==> config.mk <==
export PLATFORM = sky130hd
export DESIGN_NAME = ex_muldiv_unit_flat
export DESIGN_NICKNAME = d
export VERILOG_FILES = /design/src/rtl/ex_muldiv_if.sv /design/src/rtl/ex_muldiv_unit.sv /design/src/flat_wrapper.sv
export SDC_FILE = /design/constraint.sdc
export NUM_CORES = 2
export LEC_CHECK = 0
export ABC_AREA = 1
export ABC_CLOCK_PERIOD_IN_PS = 10060
export BUFFER_PORTS_ARGS = -buffer_cell sky130_fd_sc_hd__buf_2
export CAP_MARGIN = 10
export CORE_UTILIZATION = 45
export DETAILED_ROUTE_END_ITERATION = 16
export GPL_TIMING_DRIVEN = 0
export SLEW_MARGIN = 15
export SYNTH_ARGS = -nofsm -noshare
export SYNTH_HDL_FRONTEND = slang
export SYNTH_SLANG_ARGS = --single-unit
export TNS_END_PERCENT = 10
==> constraint.sdc <==
create_clock -name clk -period 10.06 [get_ports clk]
set_input_delay 0.503 -clock clk [delete_from_list [all_inputs] [get_ports clk]]
set_output_delay 0.503 -clock clk [all_outputs]
set_load 0.01 [all_outputs]
==> src/rtl/ex_muldiv_if.sv <==
// Request/response bundle between the execute stage and the multi-cycle mul/div unit.
interface ex_muldiv_if #(
    parameter int unsigned XLEN = 32
);
    logic            flush;
    logic            start;
    logic [2:0]      op;
    logic [XLEN-1:0] opv1;
    logic [XLEN-1:0] opv2;
    logic [4:0]      reg_waddr_i;
    logic            we_i;
    logic [XLEN-1:0] result;
    logic            result_valid;
    logic [4:0]      reg_waddr_o;
    logic            we_o;
    logic            busy;
    logic            stallreq;

    modport master (
        output flush, start, op, opv1, opv2, reg_waddr_i, we_i,
        input  result, result_valid, reg_waddr_o, we_o, busy, stallreq
    );

    modport slave (
        input  flush, start, op, opv1, opv2, reg_waddr_i, we_i,
        output result, result_valid, reg_waddr_o, we_o, busy, stallreq
    );
endinterface

==> src/rtl/ex_muldiv_unit.sv <==
// RV32M/RV64M execute unit: fixed-latency multiply and radix-2 restoring divide,
// one operation in flight, result returned with its writeback address.
module ex_muldiv_unit #(
    parameter int unsigned XLEN       = 32,
    parameter int unsigned MUL_STAGES = 2
) (
    input logic        clk,
    input logic        rst,
    ex_muldiv_if.slave mdu
);
    localparam int unsigned CntW = $clog2(XLEN + MUL_STAGES + 1);

    typedef enum logic [1:0] {StIdle, StMul, StDiv, StDone} state_e;

    state_e          state_q, state_d;
    logic [CntW-1:0] cnt_q, cnt_d;
    logic [2:0]      op_q, op_d;
    logic [XLEN-1:0] op1_q, op1_d;
    logic [XLEN-1:0] op2_q, op2_d;
    logic [XLEN-1:0] rem_q, rem_d;
    logic            neg_quot_q, neg_quot_d;
    logic            neg_rem_q, neg_rem_d;
    logic [4:0]      waddr_q, waddr_d;
    logic            we_q, we_d;
    logic [XLEN-1:0] result_q, result_d;
    logic            result_valid_q, result_valid_d;
    logic [4:0]      reg_waddr_q, reg_waddr_d;
    logic            we_o_q, we_o_d;

    // Multiplier reads the live inputs in IDLE so MUL_STAGES=1 can finish on accept.
    logic [2:0]             mul_op;
    logic [XLEN-1:0]        mul_a, mul_b, mul_res;
    logic signed [2*XLEN+1:0] mul_ext_a, mul_ext_b, mul_prod;

    always_comb begin
        mul_op    = (state_q == StIdle) ? mdu.op   : op_q;
        mul_a     = (state_q == StIdle) ? mdu.opv1 : op1_q;
        mul_b     = (state_q == StIdle) ? mdu.opv2 : op2_q;
        mul_ext_a = {{(XLEN+2){((mul_op == 3'd1) || (mul_op == 3'd2)) & mul_a[XLEN-1]}}, mul_a};
        mul_ext_b = {{(XLEN+2){(mul_op == 3'd1) & mul_b[XLEN-1]}}, mul_b};
        mul_prod  = mul_ext_a * mul_ext_b;
        mul_res   = (mul_op == 3'd0) ? mul_prod[XLEN-1:0] : mul_prod[2*XLEN-1:XLEN];
    end

    logic            div_signed, in_neg1, in_neg2, div_zero, div_ovf;
    logic [XLEN-1:0] abs1, abs2, special_res, min_neg;

    always_comb begin
        min_neg     = {1'b1, {(XLEN-1){1'b0}}};
        div_signed  = ~mdu.op[0];
        in_neg1     = div_signed & mdu.opv1[XLEN-1];
        in_neg2     = div_signed & mdu.opv2[XLEN-1];
        abs1        = in_neg1 ? -mdu.opv1 : mdu.opv1;
        abs2        = in_neg2 ? -mdu.opv2 : mdu.opv2;
        div_zero    = (mdu.opv2 == '0);
        div_ovf     = div_signed & (mdu.opv1 == min_neg) & (mdu.opv2 == '1);
        if (mdu.op[1]) special_res = div_zero ? mdu.opv1 : '0;
        else           special_res = div_zero ? '1 : mdu.opv1;
    end

    // op1_q doubles as the dividend/quotient shift register during DIV.
    logic [XLEN:0]   rem_shift, rem_diff;
    logic            step_ok;
    logic [XLEN-1:0] rem_next, quot_next, quot_fix, rem_fix, div_res;

    always_comb begin
        rem_shift = {rem_q, op1_q[XLEN-1]};
        rem_diff  = rem_shift - {1'b0, op2_q};
        step_ok   = ~rem_diff[XLEN];
        rem_next  = step_ok ? rem_diff[XLEN-1:0] : rem_shift[XLEN-1:0];
        quot_next = {op1_q[XLEN-2:0], step_ok};
        quot_fix  = neg_quot_q ? -quot_next : quot_next;
        rem_fix   = neg_rem_q ? -rem_next : rem_next;
        div_res   = op_q[1] ? rem_fix : quot_fix;
    end

    logic            done_go, done_we;
    logic [XLEN-1:0] done_res;
    logic [4:0]      done_waddr;

    always_comb begin
        state_d     = state_q;
        cnt_d       = cnt_q;
        op_d        = op_q;
        op1_d       = op1_q;
        op2_d       = op2_q;
        rem_d       = rem_q;
        neg_quot_d  = neg_quot_q;
        neg_rem_d   = neg_rem_q;
        waddr_d     = waddr_q;
        we_d        = we_q;
        done_go     = 1'b0;
        done_res    = mul_res;
        done_waddr  = waddr_q;
        done_we     = we_q;

        unique case (state_q)
            StIdle: begin
                if (mdu.start) begin
                    op_d       = mdu.op;
                    waddr_d    = mdu.reg_waddr_i;
                    we_d       = mdu.we_i;
                    done_waddr = mdu.reg_waddr_i;
                    done_we    = mdu.we_i;
                    if (!mdu.op[2]) begin
                        op1_d = mdu.opv1;
                        op2_d = mdu.opv2;
                        cnt_d = CntW'(MUL_STAGES - 1);
                        if (MUL_STAGES == 1) done_go = 1'b1;
                        else                 state_d = StMul;
                    end else if (div_zero || div_ovf) begin
                        done_go  = 1'b1;
                        done_res = special_res;
                    end else begin
                        state_d    = StDiv;
                        op1_d      = abs1;
                        op2_d      = abs2;
                        rem_d      = '0;
                        cnt_d      = CntW'(XLEN);
                        neg_quot_d = in_neg1 ^ in_neg2;
                        neg_rem_d  = in_neg1;
                    end
                end
            end
            StMul: begin
                cnt_d = cnt_q - CntW'(1);
                if (cnt_q == CntW'(1)) done_go = 1'b1;
            end
            StDiv: begin
                op1_d = quot_next;
                rem_d = rem_next;
                cnt_d = cnt_q - CntW'(1);
                if (cnt_q == CntW'(1)) begin
                    done_go  = 1'b1;
                    done_res = div_res;
                end
            end
            StDone:  state_d = StIdle;
            default: state_d = StIdle;
        endcase

        if (done_go) state_d = StDone;
        result_valid_d = done_go;
        result_d       = done_go ? done_res   : result_q;
        reg_waddr_d    = done_go ? done_waddr : reg_waddr_q;
        we_o_d         = done_go ? done_we    : we_o_q;

        // Flush also blocks a same-cycle accept, so outputs keep their old values.
        if (mdu.flush) begin
            state_d        = StIdle;
            result_valid_d = 1'b0;
            result_d       = result_q;
            reg_waddr_d    = reg_waddr_q;
            we_o_d         = we_o_q;
        end
    end

    always_ff @(posedge clk) begin
        if (rst) begin
            state_q        <= StIdle;
            cnt_q          <= '0;
            op_q           <= '0;
            op1_q          <= '0;
            op2_q          <= '0;
            rem_q          <= '0;
            neg_quot_q     <= 1'b0;
            neg_rem_q      <= 1'b0;
            waddr_q        <= '0;
            we_q           <= 1'b0;
            result_q       <= '0;
            result_valid_q <= 1'b0;
            reg_waddr_q    <= '0;
            we_o_q         <= 1'b0;
        end else begin
            state_q        <= state_d;
            cnt_q          <= cnt_d;
            op_q           <= op_d;
            op1_q          <= op1_d;
            op2_q          <= op2_d;
            rem_q          <= rem_d;
            neg_quot_q     <= neg_quot_d;
            neg_rem_q      <= neg_rem_d;
            waddr_q        <= waddr_d;
            we_q           <= we_d;
            result_q       <= result_d;
            result_valid_q <= result_valid_d;
            reg_waddr_q    <= reg_waddr_d;
            we_o_q         <= we_o_d;
        end
    end

    assign mdu.result       = result_q;
    assign mdu.result_valid = result_valid_q;
    assign mdu.reg_waddr_o  = reg_waddr_q;
    assign mdu.we_o         = we_o_q;
    assign mdu.busy         = (state_q != StIdle);
    assign mdu.stallreq     = mdu.start & ~result_valid_q;
endmodule

==> src/flat_wrapper.sv <==
// flat-port wrapper written by rule: the top's interface ports become plain ports
module ex_muldiv_unit_flat 
#(
    parameter int unsigned XLEN       = 32,
    parameter int unsigned MUL_STAGES = 2
)
  (clk, rst, mdu_flush, mdu_start, mdu_op, mdu_opv1, mdu_opv2, mdu_reg_waddr_i, mdu_we_i, mdu_result, mdu_result_valid, mdu_reg_waddr_o, mdu_we_o, mdu_busy, mdu_stallreq);
  ex_muldiv_if #(.XLEN(XLEN)) mdu_i ();
  input logic clk;
  input logic rst;
  input wire logic [$bits(mdu_i.flush)-1:0] mdu_flush;
  input wire logic [$bits(mdu_i.start)-1:0] mdu_start;
  input wire logic [$bits(mdu_i.op)-1:0] mdu_op;
  input wire logic [$bits(mdu_i.opv1)-1:0] mdu_opv1;
  input wire logic [$bits(mdu_i.opv2)-1:0] mdu_opv2;
  input wire logic [$bits(mdu_i.reg_waddr_i)-1:0] mdu_reg_waddr_i;
  input wire logic [$bits(mdu_i.we_i)-1:0] mdu_we_i;
  output wire logic [$bits(mdu_i.result)-1:0] mdu_result;
  output wire logic [$bits(mdu_i.result_valid)-1:0] mdu_result_valid;
  output wire logic [$bits(mdu_i.reg_waddr_o)-1:0] mdu_reg_waddr_o;
  output wire logic [$bits(mdu_i.we_o)-1:0] mdu_we_o;
  output wire logic [$bits(mdu_i.busy)-1:0] mdu_busy;
  output wire logic [$bits(mdu_i.stallreq)-1:0] mdu_stallreq;
  assign mdu_i.flush = mdu_flush;
  assign mdu_i.start = mdu_start;
  assign mdu_i.op = mdu_op;
  assign mdu_i.opv1 = mdu_opv1;
  assign mdu_i.opv2 = mdu_opv2;
  assign mdu_i.reg_waddr_i = mdu_reg_waddr_i;
  assign mdu_i.we_i = mdu_we_i;
  assign mdu_result = mdu_i.result;
  assign mdu_result_valid = mdu_i.result_valid;
  assign mdu_reg_waddr_o = mdu_i.reg_waddr_o;
  assign mdu_we_o = mdu_i.we_o;
  assign mdu_busy = mdu_i.busy;
  assign mdu_stallreq = mdu_i.stallreq;
  ex_muldiv_unit #(.XLEN(XLEN), .MUL_STAGES(MUL_STAGES)) u_core (.clk(clk), .rst(rst), .mdu(mdu_i));
endmodule
# Yosys cells after proc, flatten, opt, wreduce, memory -nomap -nowiden
# Cells that the tools add are included.
dict set report op_classes {
  bitwise_logic 13
  n_mul 1
  muxes 46
  eq_ne 15
  n_reduce_logical 19
  add_sub_neg 6
}
# cell count
set ops {}
lappend ops {{32-bit 2-to-1 mux} 24}
lappend ops {{32-bit case mux with 2 select lines} 3}
lappend ops {{32-bit negation} 4}
lappend ops {{32-bit == test, second input constant} 2}
lappend ops {{33-bit by 33-bit multiplier with 64-bit output} 1}
lappend ops {{33-bit by 32-bit subtractor with 33-bit output} 1}
lappend ops {{32-bit zero test} 1}
lappend ops {{6-bit 2-to-1 mux} 3}
lappend ops {{6-bit case mux with 2 select lines} 1}
lappend ops {{3-bit AND reduction} 4}
lappend ops {{5-bit 2-to-1 mux} 2}
lappend ops {{2-bit 2-to-1 mux} 4}
lappend ops {{2-bit inequality test, second input constant} 4}
lappend ops {{4-bit AND reduction} 2}
lappend ops {{1-bit AND} 7}
lappend ops {{6-bit by 1-bit == test with 1-bit output, second input constant} 1}
lappend ops {{1-bit 2-to-1 mux} 6}
lappend ops {{2-bit nonzero test} 3}
lappend ops {{6-bit by 1-bit subtractor with 6-bit output, second input constant} 1}
lappend ops {{1-bit NOT} 5}
lappend ops {{2-bit == test, second input constant} 2}
lappend ops {{4-bit by 3-bit inequality test with 1-bit output, second input constant} 1}
lappend ops {{2-bit case mux with 2 select lines} 1}
lappend ops {{2-bit AND reduction} 2}
lappend ops {{other kinds (13)} 15}
dict set report word_totals {
  input_bits 77
  output_inout_bits 41
  wordCells 114
  register_bits 154
}

# Logic depth before layout (Yosys ltp)
dict set report depth {
  depth_word 11
  ltp_mapped 45
  depth_no_buf 41
}

# Worst setup path before layout
# No wires, ideal clock.
dict set report synth_path {
  path_type {flip-flop to flip-flop}
  startpoint {register u_core.state_q[0]}
  endpoint {register u_core.result_q[30] (netlist: u_core.mdu.result[30])}
  required_time_ps 9990
  setup_slack_ps 1016
  period_less_slack_ps 9044
  path_buffers 4
  arrival_ps 8974
  path_stages_with_launch 40
  setup_ps 70
  cell_sequence {dfxtp_1 > inv_1 > ha_1 > buf_2 > clkbuf_1 > o21ai_0 > inv_1 > clkbuf_1 > buf_1 > nor2_1 > fa_1 > inv_1 > fa_1 > inv_1 > fa_1 > inv_1 > fa_1 > inv_1 > [4 not listed] > fa_1 > inv_1 > ha_1 > nand2_1 > nor2_1 > inv_1 > nor2_1 > inv_1 > nor2_1 > inv_1 > o221a_2 > nand2_1 > a21oi_1 > o21ai_0 > nand2_1 > o21ai_0 > nor2_1 > a21boi_1}
}
dict set report synth_between {
  elab_chain_cells 11
  elab_cells_between_ends 22
  classes_between {1 x mul; 4 x eq/ne; 10 x mux; 2 x bitwise; 5 x reduce/logical}
}
# item line_no
set synth_lines {}
lappend synth_lines {{start: declaration} ex_muldiv_unit.sv:15} ;# state_e state_q, state_d;
lappend synth_lines {{start signal: assignment} ex_muldiv_unit.sv:160} ;# state_q <= StIdle;
lappend synth_lines {{start signal: assignment} ex_muldiv_unit.sv:175} ;# state_q <= state_d;
lappend synth_lines {{2-bit zero test} -}
lappend synth_lines {{3-bit 2-to-1 mux} ex_muldiv_unit.sv:36} ;# mul_op = (state_q == StIdle) ? mdu.op : op_q;
lappend synth_lines {{3-bit by 1-bit == test with 1-bit output / 3-bit by 2-bit == test with 1-bit output (equally long branches)} {ex_muldiv_unit.sv:39, ex_muldiv_unit.sv:40}}
lappend synth_lines {{1-bit logical OR} ex_muldiv_unit.sv:39} ;# mul_ext_a = {{(XLEN+2){((mul_op == 3'd1) || (mul_op == 3'd2)) & mul_a[XLEN-1]}}, mul_a};
lappend synth_lines {{1-bit AND} ex_muldiv_unit.sv:39}
lappend synth_lines {{33-bit by 33-bit multiplier with 64-bit output} ex_muldiv_unit.sv:41} ;# mul_prod = mul_ext_a * mul_ext_b;
lappend synth_lines {{32-bit 2-to-1 mux} ex_muldiv_unit.sv:42} ;# mul_res = (mul_op == 3'd0) ? mul_prod[XLEN-1:0] : mul_prod[2*XLEN-1:XLEN];
lappend synth_lines {{32-bit 2-to-1 mux} ex_muldiv_unit.sv:111} ;# end else if (div_zero || div_ovf) begin
lappend synth_lines {{32-bit 2-to-1 mux} ex_muldiv_unit.sv:105} ;# if (!mdu.op[2]) begin
lappend synth_lines {{32-bit 2-to-1 mux} ex_muldiv_unit.sv:99} ;# if (mdu.start) begin
lappend synth_lines {{32-bit case mux with 2 select lines} ex_muldiv_unit.sv:97} ;# unique case (state_q)
lappend synth_lines {{end signal: assignment} ex_muldiv_unit.sv:185} ;# result_q <= result_d;
lappend synth_lines {{end: declaration} ex_muldiv_unit.sv:25} ;# logic [XLEN-1:0] result_q, result_d;
# Several ways; a longest one is shown, not always the timed one.
# A chain may end at the register's enable or synchronous reset.

# Worst setup path after layout
dict set report layout_path {
  startpoint {register u_core.state_q[1]}
  endpoint {register u_core.result_q[19] (netlist: u_core.mdu.result[19])}
}
# Same word-level chain as after synthesis.

==> results.md <==
* Status: complete, no violations
* Hold Path Class: in2reg
* Least-Margin Pin Slew at roughly 1.4 ns
* R2R Setup Slk at roughly 0.22 ns
* Final Setup Violations at 0
* CP startpoint kind: flip-flop
* EDFF count, synth at 0
* Critical path class: reg2reg
* M1 wire length at approximately 84 mm
* Initial Utilization at a little under half
* FF+latch count, synth at between 150 and 200
* Final net count at between 8,000 and 9,000
* Largest net degree at the start of global routing at 25
* Initial antenna violation count at 7
* Final ANT Viol Nets at 0
* Final cycle utilization of the critical path at 97.8%
* Die Height at roughly 340 um
* Top cells by area, synth: fa_1 43%, inv_1 12%, nand2_1 12%
* Clk slew on worst S/H paths at about 0.070 ns
* Core area at about 110,000 um2
* Post-synthesis async set-or-reset flop share at 0%
* Wirelength, routed at between 200 and 250 mm
* Mean post-synth cell area at 7.43 um2
* Final hold slack at between 0.2 and 0.3 ns
* RSZ-0062 raised after global routing: yes
* CTS max path bufs at 2
* CP endpoint kind: flip-flop
* Levels on crit path at 38
* Die X at 344 um
* I/O pin cnt at between 100 and 150
* Met2 WL at roughly 100 mm
* Overflow after GRT at 0
* Top cell type's share of synthesized area at between 40% and 50%
* H-Tree Level Count at 4
* First-pass GRT wire length at ~330 mm
* CTS Hold Bufs at 0
* Syn nets at 8,532
* Vias/cell at 5.54
* Cell area after technology mapping at about 53,000 um2
* Reg-to-reg endpoint: u_core.mdu.result[19]
* WL/cell at roughly 26 um
* CTS Buf Count at 17
* Hpwl dp at between 150 and 200 mm
* F_max at 102 MHz
* HP Start: mdu_reg_waddr_i[1]
* CP peak stage delay at approximately 0.57 ns
* Starting DRC count in detailed routing at between 4,000 and 5,000
* CP max FO at 10
* Top sig layer: met5
* Die ar. at 118,000 um2
* Clock latency at the later pin of the worst-skew pair at 0.47 ns
* Hold Path End: u_core.waddr_q[1]
* Final clock skew at between 0.015 and 0.02 ns
* Share of cells above drive strength 1 at 8.37%
* Vias at between 40,000 and 50,000
* Worst path required time at ~10 ns
* Slew Limit Fails at 0
* Total GRT Usage at 39.4%
* Post-synth top area cell: fa_1
* Placer congestion estimate at roughly 1.1
* Fin crit period at 9.84 ns
* Top cells by count, synth: 1,649 x inv_1, 1,625 x nand2_1, 1,126 x fa_1
* Row Count at 124
* Post-synthesis sequential area ratio at roughly 5.9%
* Hold depth at 3
* CTS root buffer: clkbuf_16
* Synth Flop Type: dfxtp_1
* Met3 wire len at ~23 mm
* Count leader, synth: inv_1
* Worst slew margin at ~7.5%
* Critical path's slowest cell: fa_1
* Synth cell types at slightly below 70
* DRC Markers at 0
* Worst path bufs/invs at 13
* Crit-path leading delay family: adder cells
* Worst EP arrival at around 10 ns
* DR pass1 iterations at 6
* Yosys warning count at 0
* CP dominant cell by count: fa_1
* Fillcell total at between 10,000 and 15,000
* Clk sink count at approximately 150
* Vias in the first global route at 50,032
* Post-Syn Instances at between 7,000 and 8,000
* CTS tree: yes
* Port bufs at approximately 110
* Hold Violations, Final at 0
* R2r worst-path depth at 38
* RR Startpoint: u_core.state_q[1]
* MaxCap Viol Count at 0
* Area grow syn2layout at 9.61%
per-layer routing:
layer | up-vias | global-route usage, %
li1 | 21420 | -
met1 | 24144 | 48.2
met5 | - | 0
met3 | 698 | 9.06
met2 | 2512 | 62.4
met4 | 4 | 26.2
timing repair:
item | 4_1_cts | 5_1_grt
setup buffers | 36 | 13
endpoints found under the setup margin | 32 | 28
gates resized for setup | 297 | 146
pin swaps | 15 | 11
worst max-delay path by stage:
stage,start,endpoint,slack [ns]
2_1_floorplan,u_core.state_q[0],u_core.mdu.result[30],1.02
5_1_grt,u_core.state_q[0],u_core.mdu.result[24],-0.11
4_1_cts,u_core.state_q[1],u_core.mdu.result[31],0.006
3_3_place_gp,u_core.state_q[0],u_core.mdu.result[21],-3.27
6_report,u_core.state_q[1],u_core.mdu.result[19],0.22
3_5_place_dp,u_core.state_q[0],u_core.mdu.result[21],-2.72
stage by stage:
step	instances	utilization, %	TNS (ns)	area (um2)	worst slack [ns]
after floorplan	7075	-	0	52500	1.02
after global placement	8699	47.8	-77.48	55000	-3.27
after detailed placement	8725	48.2	-64.36	55500	-2.72
after CTS	8790	49.7	0	57100	0.00578
after global routing	8803	50.1	-0.259	57600	-0.105
final	8809	50.1	0	57600	0.224
worst reg2reg max path: cells and delay by family (launching register included):
family | cells | cell delay, ns
DFF | 1 | 0.34
AOI/OAI and AO/OA | 9 | 1.65
and+or+nand+nor | 6 | 0.97
buffers and inverters | 13 | 2.05
adders and majority gates | 10 | 4.71
registers in the layout, summed over array words and instances (netlist names):
register and count:
u_core.op1_q 32, u_core.mdu.result 32, u_core.waddr_q 5, u_core.mdu.we_o 1, u_core.op2_q 32, u_core.cnt_q 6, u_core.op_q 3, u_core.neg_rem_q 1
u_core.we_q 1, u_core.rem_q 32, u_core.mdu.reg_waddr_o 5, u_core.mdu.result_valid 1, u_core.neg_quot_q 1, u_core.state_q 2
layout make-up:
type	instances	area [um2]	area share, %
inverters	1680	6380	11.1
well taps	1512	1890	3.29
clock inverters	13	170	0.295
diodes	6	15.0	0.0261
clock buffers	18	429	0.745
flip-flops and latches	154	3080	5.35
repair buffers	187	1410	2.46
plain buffers	284	1570	2.72
multi-input cells	4955	42600	74.0
cells in the final DEF (no fill, tap or decap), types with 31 or more instances in the layout:
cell	Yosys	routed
fa_1	1126	1117
ha_1	254	245
clkbuf_1	256	109
xor2_1	55	53
xnor2_1	60	60
nand4_1	46	46
buf_4	1	55
a21oi_1	336	326
o21ai_2	3	31
nand3_1	198	196
dfxtp_1	154	154
o21ai_0	244	213
nor2_1	634	626
nor3_1	65	63
buf_2	8	126
nand2_1	1625	1622
clkbuf_4	0	44
clkbuf_2	0	74
inv_1	1649	1633
cell families after synthesis:
group | Yosys count | synth area share, %
flip-flops | 154 | 5.87
AO/OA/AOI/OAI | 786 | 8.33
XOR/XNOR | 115 | 1.92
AND/OR/NAND/NOR | 2668 | 20.7
multiplexers | 6 | 0.114
adder cells (fa/ha/maj) | 1380 | 49.0
buffers and inverters | 1966 | 14.2
Power is left out: the tool's default activity adds up to more than one toggle a clock period on the data nets, which glitch-free logic cannot reach.
